$ cat config.mk
export PLATFORM = sky130hd
export DESIGN_NAME = rs_key_schedule
export DESIGN_NICKNAME = d
export VERILOG_FILES = /design/src/rtl/rs_key_schedule.sv
export SDC_FILE = /design/constraint.sdc
export NUM_CORES = 1
export LEC_CHECK = 0
export ABC_CLOCK_PERIOD_IN_PS = 5100
export CORE_MARGIN = 2
export CORE_UTILIZATION = 58
export DETAILED_ROUTE_END_ITERATION = 8
export GPL_ROUTABILITY_DRIVEN = 0
export PLACE_DENSITY = 0.82
export SKIP_LAST_GASP = 1
export SYNTH_ARGS = -nofsm -noshare
export SYNTH_HDL_FRONTEND = slang
export SYNTH_SLANG_ARGS = --single-unit
$ cat constraint.sdc
create_clock -name clk -period 5.1 [get_ports clk]
set_input_delay 0.51 -clock clk [delete_from_list [all_inputs] [get_ports clk]]
set_output_delay 0.51 -clock clk [all_outputs]
set_load 0.005 [all_outputs]
$ cat src/rtl/rs_key_schedule.sv
// ============================================================================
//  Module      : rs_key_schedule
//  Description : Iterative Twofish Reed-Solomon key schedule. Folds one key
//                byte per clock into four GF(2^8) multiply-accumulates to
//                produce the two 32-bit S words that key the S-boxes.
//  Revision    : 1.0 - initial release
// ============================================================================
`default_nettype none

module rs_key_schedule (
    input  logic         clk,
    input  logic         rst_n,
    input  logic [127:0] key_in,
    input  logic         start,
    output logic         busy,
    output logic         done,
    output logic [31:0]  s0_word,
    output logic [31:0]  s1_word,
    output logic         s_valid
);

    // FSM encoding
    localparam logic [1:0] IDLE   = 2'd0;
    localparam logic [1:0] RUN    = 2'd1;
    localparam logic [1:0] FINISH = 2'd2;

    // RS matrix rows; column c sits in byte c (little-endian within each row)
    localparam logic [63:0] RS_ROW0 = 64'h9EDB585A8755A401;
    localparam logic [63:0] RS_ROW1 = 64'hE568C61EF38256A4;
    localparam logic [63:0] RS_ROW2 = 64'h193DAE47C1FCA102;
    localparam logic [63:0] RS_ROW3 = 64'h039EDB585A8755A4;
    localparam logic [3:0][63:0] RS_MATRIX = {RS_ROW3, RS_ROW2, RS_ROW1, RS_ROW0};

    // Reduction constant: x^8 = x^6 + x^3 + x^2 + 1 (low byte of 0x14D)
    localparam logic [7:0] GF_POLY = 8'h4D;

    logic [1:0]   state;
    logic [127:0] key_reg;
    logic [3:0]   cnt;
    logic [31:0]  acc;
    logic [31:0]  s0_hold;
    logic [31:0]  s1_hold;

    logic [7:0]   cur_byte;
    logic [31:0]  products;
    logic [31:0]  acc_next;

    // Shift-and-add GF(2^8) multiply modulo 0x14D
    function automatic logic [7:0] gf_mul(input logic [7:0] a, input logic [7:0] b);
        logic [7:0] p;
        logic [7:0] x;
        p = 8'h00;
        x = a;
        for (int i = 0; i < 8; i++) begin
            if (b[i]) p = p ^ x;
            x = x[7] ? ({x[6:0], 1'b0} ^ GF_POLY) : {x[6:0], 1'b0};
        end
        return p;
    endfunction

    // Byte under the counter comes only from the latched key, never key_in
    assign cur_byte = key_reg[{cnt, 3'b000} +: 8];

    // One multiplier per RS row; the coefficient column is cnt modulo 8 since
    // both S words reuse the same matrix over their own eight key bytes
    generate
        for (genvar j = 0; j < 4; j++) begin : g_row
            assign products[8*j +: 8] =
                gf_mul(RS_MATRIX[j][{cnt[2:0], 3'b000} +: 8], cur_byte);
        end
    endgenerate

    assign acc_next = acc ^ products;
    assign busy     = (state != IDLE);

    // Control FSM, datapath registers and registered outputs
    always_ff @(posedge clk or negedge rst_n) begin
        if (!rst_n) begin
            state   <= IDLE;
            key_reg <= '0;
            cnt     <= '0;
            acc     <= '0;
            s0_hold <= '0;
            s1_hold <= '0;
            s0_word <= '0;
            s1_word <= '0;
            s_valid <= 1'b0;
            done    <= 1'b0;
        end else begin
            done <= 1'b0;
            case (state)
                IDLE: begin
                    if (start) begin
                        key_reg <= key_in;
                        cnt     <= '0;
                        acc     <= '0;
                        state   <= RUN;
                    end
                end
                RUN: begin
                    cnt <= cnt + 4'd1;
                    if (cnt == 4'd7) begin
                        s0_hold <= acc_next;
                        acc     <= '0;
                    end else if (cnt == 4'd15) begin
                        s1_hold <= acc_next;
                        acc     <= acc_next;
                        state   <= FINISH;
                    end else begin
                        acc <= acc_next;
                    end
                end
                FINISH: begin
                    // Both words publish together so no partial result is seen
                    s0_word <= s0_hold;
                    s1_word <= s1_hold;
                    s_valid <= 1'b1;
                    done    <= 1'b1;
                    state   <= IDLE;
                end
                default: begin
                    state <= IDLE;
                end
            endcase
        end
    end

endmodule

`default_nettype wire

* After elaboration in Yosys (flattened, before gate mapping) *
Index checks and enable logic that the tools add are counted.

operators by class
  mux-type cells = 70
  equality and inequality tests = 7
  bitwise operators = 58
  $add $sub $neg = 1
  reductions and logical operators = 8
  shift-type cells = 5

operators with widths
  operator                                                                       number
  8-bit two-way mux                                                              32
  64-bit by 7-bit variable part select with 8-bit output (first input constant)  4
  8-bit bitwise XOR                                                              28
  7-bit two-way mux                                                              28
  128-bit by 8-bit variable part select with 8-bit output                        1
  4-bit inverter                                                                 28
  32-bit two-way mux                                                             2
  32-bit one-hot mux with 2 select lines                                         1
  32-bit bitwise XOR                                                             1
  4-bit one-hot mux with 2 select lines                                          1
  2-bit two-way mux                                                              3
  2-bit != test (second input constant)                                          3
  2-bit AND reduction                                                            3
  3-bit AND reduction                                                            2
  4-bit by 1-bit adder with 4-bit output (second input constant)                 1
  4-bit by 3-bit == test with 1-bit output (second input constant)               1
  4-bit == test (second input constant)                                          1
  4-bit two-way mux                                                              1
  2-bit one-hot mux with 2 select lines                                          1
  2-bit nonzero test                                                             2
  2-bit by 1-bit == test with 1-bit output (second input constant)               1
  2-bit == test (second input constant)                                          1
  2-bit zero test                                                                1
  1-bit two-way mux                                                              1
  1-bit inverter                                                                 1

storage, ports and cells
  bits in registers = 296
  word-level logic and storage cells = 159
  output and inout port bits = 67
  input bits = 131

* Depth between registers and ports, before layout *
Gate-level depths: netlist of the first run.

  depth in word-level cells = 20
  depth in mapped cells = 18
  depth with buffers taken out = 11

* Worst setup path before layout of the first run *
Ideal clock, no wire load.

  path type = register to register
  from = register cnt[0]
  to = register s0_hold[31]
  library setup time = 0.125 ns
  path slack = 1.212 ns
  period minus slack after synthesis = 3.888 ns
  arrival = 3.763 ns
  required time = 4.975 ns
  buffers on the path = 6
  stages on the path, launching flop included = 18
  cells stage by stage = dfrtp_1 buf_6 buf_12 buf_6 buf_6 inv_1 buf_2 ha_1 clkbuf_1 or3b_1 o21a_1 xnor3_1 or3_1 a21oi_1 xor2_1 xnor2_1 xnor2_1 mux2_2

on the way
  cells in the longest elaborated chain, start to end = 17
  elaborated cells on any way between the ends = 32
  classes of those cells = 1 x eq/ne; 2 x shift; 14 x mux; 14 x bitwise; 1 x reduce/logical

RTL lines
  element                                                                                                                            line    text
  start: declaration                                                                                                                 39      logic [3:0] cnt;
  start signal: assignment                                                                                                           101     cnt <= cnt + 4'd1;
  128-bit by 8-bit variable part select with 8-bit output or 64-bit by 7-bit variable part select with 8-bit output (tied branches)  62, 69
  8-bit two-way mux                                                                                                                  55      if (b[i]) p = p ^ x;
  8-bit bitwise XOR                                                                                                                  55
  8-bit two-way mux                                                                                                                  55
  8-bit bitwise XOR                                                                                                                  55
  8-bit two-way mux                                                                                                                  55
  8-bit bitwise XOR                                                                                                                  55
  8-bit two-way mux                                                                                                                  55
  8-bit bitwise XOR                                                                                                                  55
  8-bit two-way mux                                                                                                                  55
  8-bit bitwise XOR                                                                                                                  55
  8-bit two-way mux                                                                                                                  55
  8-bit bitwise XOR                                                                                                                  55
  8-bit two-way mux                                                                                                                  55
  8-bit bitwise XOR                                                                                                                  55
  8-bit two-way mux                                                                                                                  55
  32-bit bitwise XOR                                                                                                                 73      assign acc_next = acc ^ products;
  end signal: assignment                                                                                                             103     s0_hold <= acc_next;
  end: declaration                                                                                                                   41      logic [31:0] s0_hold;

Several ways; a longest one is shown, not always the timed one.
A chain may end at the register's enable or synchronous reset.

* Worst setup path after layout of the first run *
  from = register cnt[2]
  to = register s1_hold[20]

on the way
  cells in the longest elaborated chain, start to end = 17
  elaborated cells on any way between the ends = 35
  classes of those cells = 2 x eq/ne; 2 x shift; 15 x mux; 15 x bitwise; 1 x reduce/logical

RTL lines
  element                                                                                                                            line    text
  128-bit by 8-bit variable part select with 8-bit output or 64-bit by 7-bit variable part select with 8-bit output (tied branches)  62, 69
  8-bit two-way mux (tied with other cells)                                                                                          55
  8-bit bitwise XOR or 7-bit two-way mux (tied branches)                                                                             55, 56
  8-bit two-way mux (tied with other cells)                                                                                          55
  8-bit bitwise XOR or 7-bit two-way mux (tied branches)                                                                             55, 56
  8-bit two-way mux or 7-bit two-way mux (tied branches)                                                                             55, 56
  8-bit bitwise XOR                                                                                                                  55
  8-bit two-way mux                                                                                                                  55
  8-bit bitwise XOR                                                                                                                  55
  8-bit two-way mux                                                                                                                  55
  8-bit bitwise XOR                                                                                                                  55
  8-bit two-way mux                                                                                                                  55
  8-bit bitwise XOR                                                                                                                  55
  8-bit two-way mux                                                                                                                  55
  8-bit bitwise XOR                                                                                                                  55
  8-bit two-way mux                                                                                                                  55
  32-bit bitwise XOR                                                                                                                 73
  end signal: assignment                                                                                                             106     s1_hold <= acc_next;
  end: declaration                                                                                                                   42      logic [31:0] s1_hold;

Several ways; a longest one is shown, not always the timed one.

==> results of run 1 <==
## worst min-delay path by stage
stage | endpoint | depth (start not counted)
floorplan | acc[0] | 0
global placement | s_valid | 1
detailed placement | s1_word[10] | 2
CTS | s_valid | 1
global route | s1_word[10] | 2
finish | s_valid | 1
## stage by stage
step | util | std cells | cell area [um^2] | setup WS, ps | hold WS [ps]
final | 0.689 | 2357 | 21100 | 441 | 467
after detailed placement | 0.658 | 2303 | 20200 | 885 | 458
after global placement | 0.658 | 2303 | 20200 | 892 | 450
after global routing | 0.689 | 2357 | 21100 | 438 | 489
after CTS | 0.689 | 2357 | 21100 | 859 | 474
after floorplan | - | 1800 | 18100 | 1210 | 214
## layer usage
layer | track usage | up-vias | part of all wire
li1 | - | 6460 | -
met3 | 0.0754 | 284 | 0.10
met2 | 0.508 | 906 | 0.46
met4 | 0.156 | 0 | 0.063
met5 | 0 | - | 0
met1 | 0.409 | 7086 | 0.37
## critical path: cells and delay by family, from the launching register on
family                 cells  cell delay, ps
AO/OA/AOI/OAI              4            1450
buffers and inverters      1             250
XOR/XNOR                   1             600
AND/OR/NAND/NOR            3            1580
flip-flops                 1             670
## repair_timing
action	4_1_cts	5_1_grt
endpoints found under the hold margin	80	0
hold buffers	1	0
endpoints found under the setup margin	0	0
gates resized for setup	0	0
## cells in the mapped netlist (22+ instances only)
library cell and count:
xor2_1 43, o21ai_0 44, mux2_2 182, xnor2_1 142, buf_2 27, o21ai_1 24
dfrtp_1 296, nand2_1 342, mux2i_1 58, a21oi_1 74, clkbuf_1 60, buf_6 22
a22o_1 27, xnor3_1 36, nor3_1 25, o22ai_1 24, nor2_1 123
## logic make-up after synthesis
logic type	count (synthesis)	share of synthesized area
AOI/OAI and AO/OA	303	0.114
xor gates and xnor gates	223	0.136
adders and majority gates	13	0.00897
buffers and inverters	144	0.0460
DFF	296	0.409
muxes	246	0.153
and+or+nand+nor	575	0.134
## layout make-up
cell class | count | area share
clock buffer | 44 | 0.0403
clock inverter | 9 | 0.00361
inverter | 11 | 0.00195
multi-input combinational | 1360 | 0.469
sequential | 296 | 0.351
tap | 396 | 0.0235
timing repair buffer | 241 | 0.111
==> flow_metrics.env, run 1 <==
export IMPL_multiInputGateArea_um2=9910
export IMPL_fin_crit_ps=4660
export IMPL_rows=64
export IMPL_grt_start_max_net_pins=174
export IMPL_drive_above_1_share=0.167
export IMPL_cap_violations=0
export IMPL_grt_total_usage=0.318
export IMPL_r2r_end="s1_hold[20]"
export IMPL_vias=14736
export IMPL_critPathLaunch="cnt[2]"
export IMPL_areaGrowthSynthToFinish_pct=16.5
export IMPL_outcome="finished, violations left"
export IMPL_seqCellArea_um2=7410
export IMPL_start_util=0.591
export IMPL_io_buffers=197
export IMPL_drtPass1Iterations=9
export IMPL_synth_top_area_frac=0.409
export IMPL_antenna_found_initial=0
export IMPL_grt_pass1_wl_um=82700
export IMPL_min_from="s_valid"
export IMPL_boundaryPins=198
export IMPL_clock_path_buffers=3
export IMPL_crit_end="s1_hold[20]"
export IMPL_clock_fmax_ghz=0.215
export IMPL_numCtsBuffers=29
export IMPL_fill_cells=2269
export IMPL_ant_nets=0
export IMPL_hold_violations=0
export IMPL_num_antenna_cells=0
export IMPL_path_class="register to register"
export IMPL_tightest_slew_ps=1080
export IMPL_wl_per_cell_um=22.1
export IMPL_regToRegSetupSlack_ps=440
export IMPL_cp_end_kind="register"
export IMPL_synthFlopType="dfrtp_1"
export IMPL_hold_path_class="register to register"
export IMPL_yosysTopAreaCell="dfrtp_1"
export IMPL_die_y_um=181
export IMPL_cp_slowest_cell="o41ai_1"
export IMPL_clock_latency_ps=560
export IMPL_cp_required_ps=5560
export IMPL_synth_seq_area_share=0.409
export IMPL_r2r_start="cnt[2]"
export IMPL_fin_setup_tns_ps=0
export IMPL_worstPathArrival_ps=5120
export IMPL_htreeDepth=1
export IMPL_postCtsSetupBuffers=0
export IMPL_synth_cells=1800
export IMPL_syn_num_nets=1944
export IMPL_via_per_inst=6.25
export IMPL_worst_setup_path_start_kind="register"
export IMPL_fin_skew_ps=23.3
export IMPL_placeableCoreArea_um2=30700
export IMPL_max_slew_margin=0.270
export IMPL_drtIter0Drc=1932
export IMPL_die_area_um2=32700
export IMPL_clockRootBuffer="clkbuf_16"
export IMPL_avgSynthCellArea_um2=10.1
export IMPL_synth_cell_types=85
export IMPL_period_share=0.913
export IMPL_cts_sinks=296
export IMPL_slew_viol_final=0
export IMPL_synth_warnings=0
export IMPL_largest_register_ffs=128
export IMPL_rsz0062_at_grt="false"
export IMPL_synth_edf_count=0
export IMPL_totalWireLength_um=52100
export IMPL_yosys_register_bits=296
export IMPL_yosys_top_cells_area="dfrtp_1 (41%), mux2_2 (11%), nand2_1 (7.1%), xnor2_1 (6.9%), xnor3_1 (4.5%)"
export IMPL_path_cells="nor2b_1, a22oi_1, nand3_1, buf_4, and2_1, a211oi_1, o41ai_1, xnor3_1, o21ai_1"
export IMPL_clk_pin_slew_ps=60
export IMPL_setup_viol=0
export IMPL_drc_errors=3
export IMPL_overflow=0
export IMPL_async_flop_share=1.00
export IMPL_hpwl_um=36500
export IMPL_layout_nets=2083
export IMPL_grt_pass1_vias=15064
export IMPL_syn_area_um2=18100
export IMPL_layout_common_cells="nand2_1 (342), dfrtp_1 (294), clkdlybuf4s50_1 (196)"
export IMPL_crit_path_max_incr_delay_ps=990
export IMPL_violations="design-rule violations"
export IMPL_r2r_cells=9
export IMPL_path_max_fanout=34
export IMPL_layout_commonest_cell="nand2_1"
export IMPL_cts_tree="built"
export IMPL_fp_dieW_um=181
Power of run 1 is not shown: default switching activity piles up to over one toggle a cycle in this logic, so the estimate is an artifact.
==> inputs of run 2 (changes only) <==
--- a/config.mk
+++ b/config.mk
@@ -15,3 +15,4 @@
 export SYNTH_ARGS = -nofsm -noshare
 export SYNTH_HDL_FRONTEND = slang
 export SYNTH_SLANG_ARGS = --single-unit
+export TNS_END_PERCENT = 30
==> results of run 2 <==
Same layout as run 1: the final DEF is identical, and so are final timing and power.
Power of run 2 is left out for the same reason.
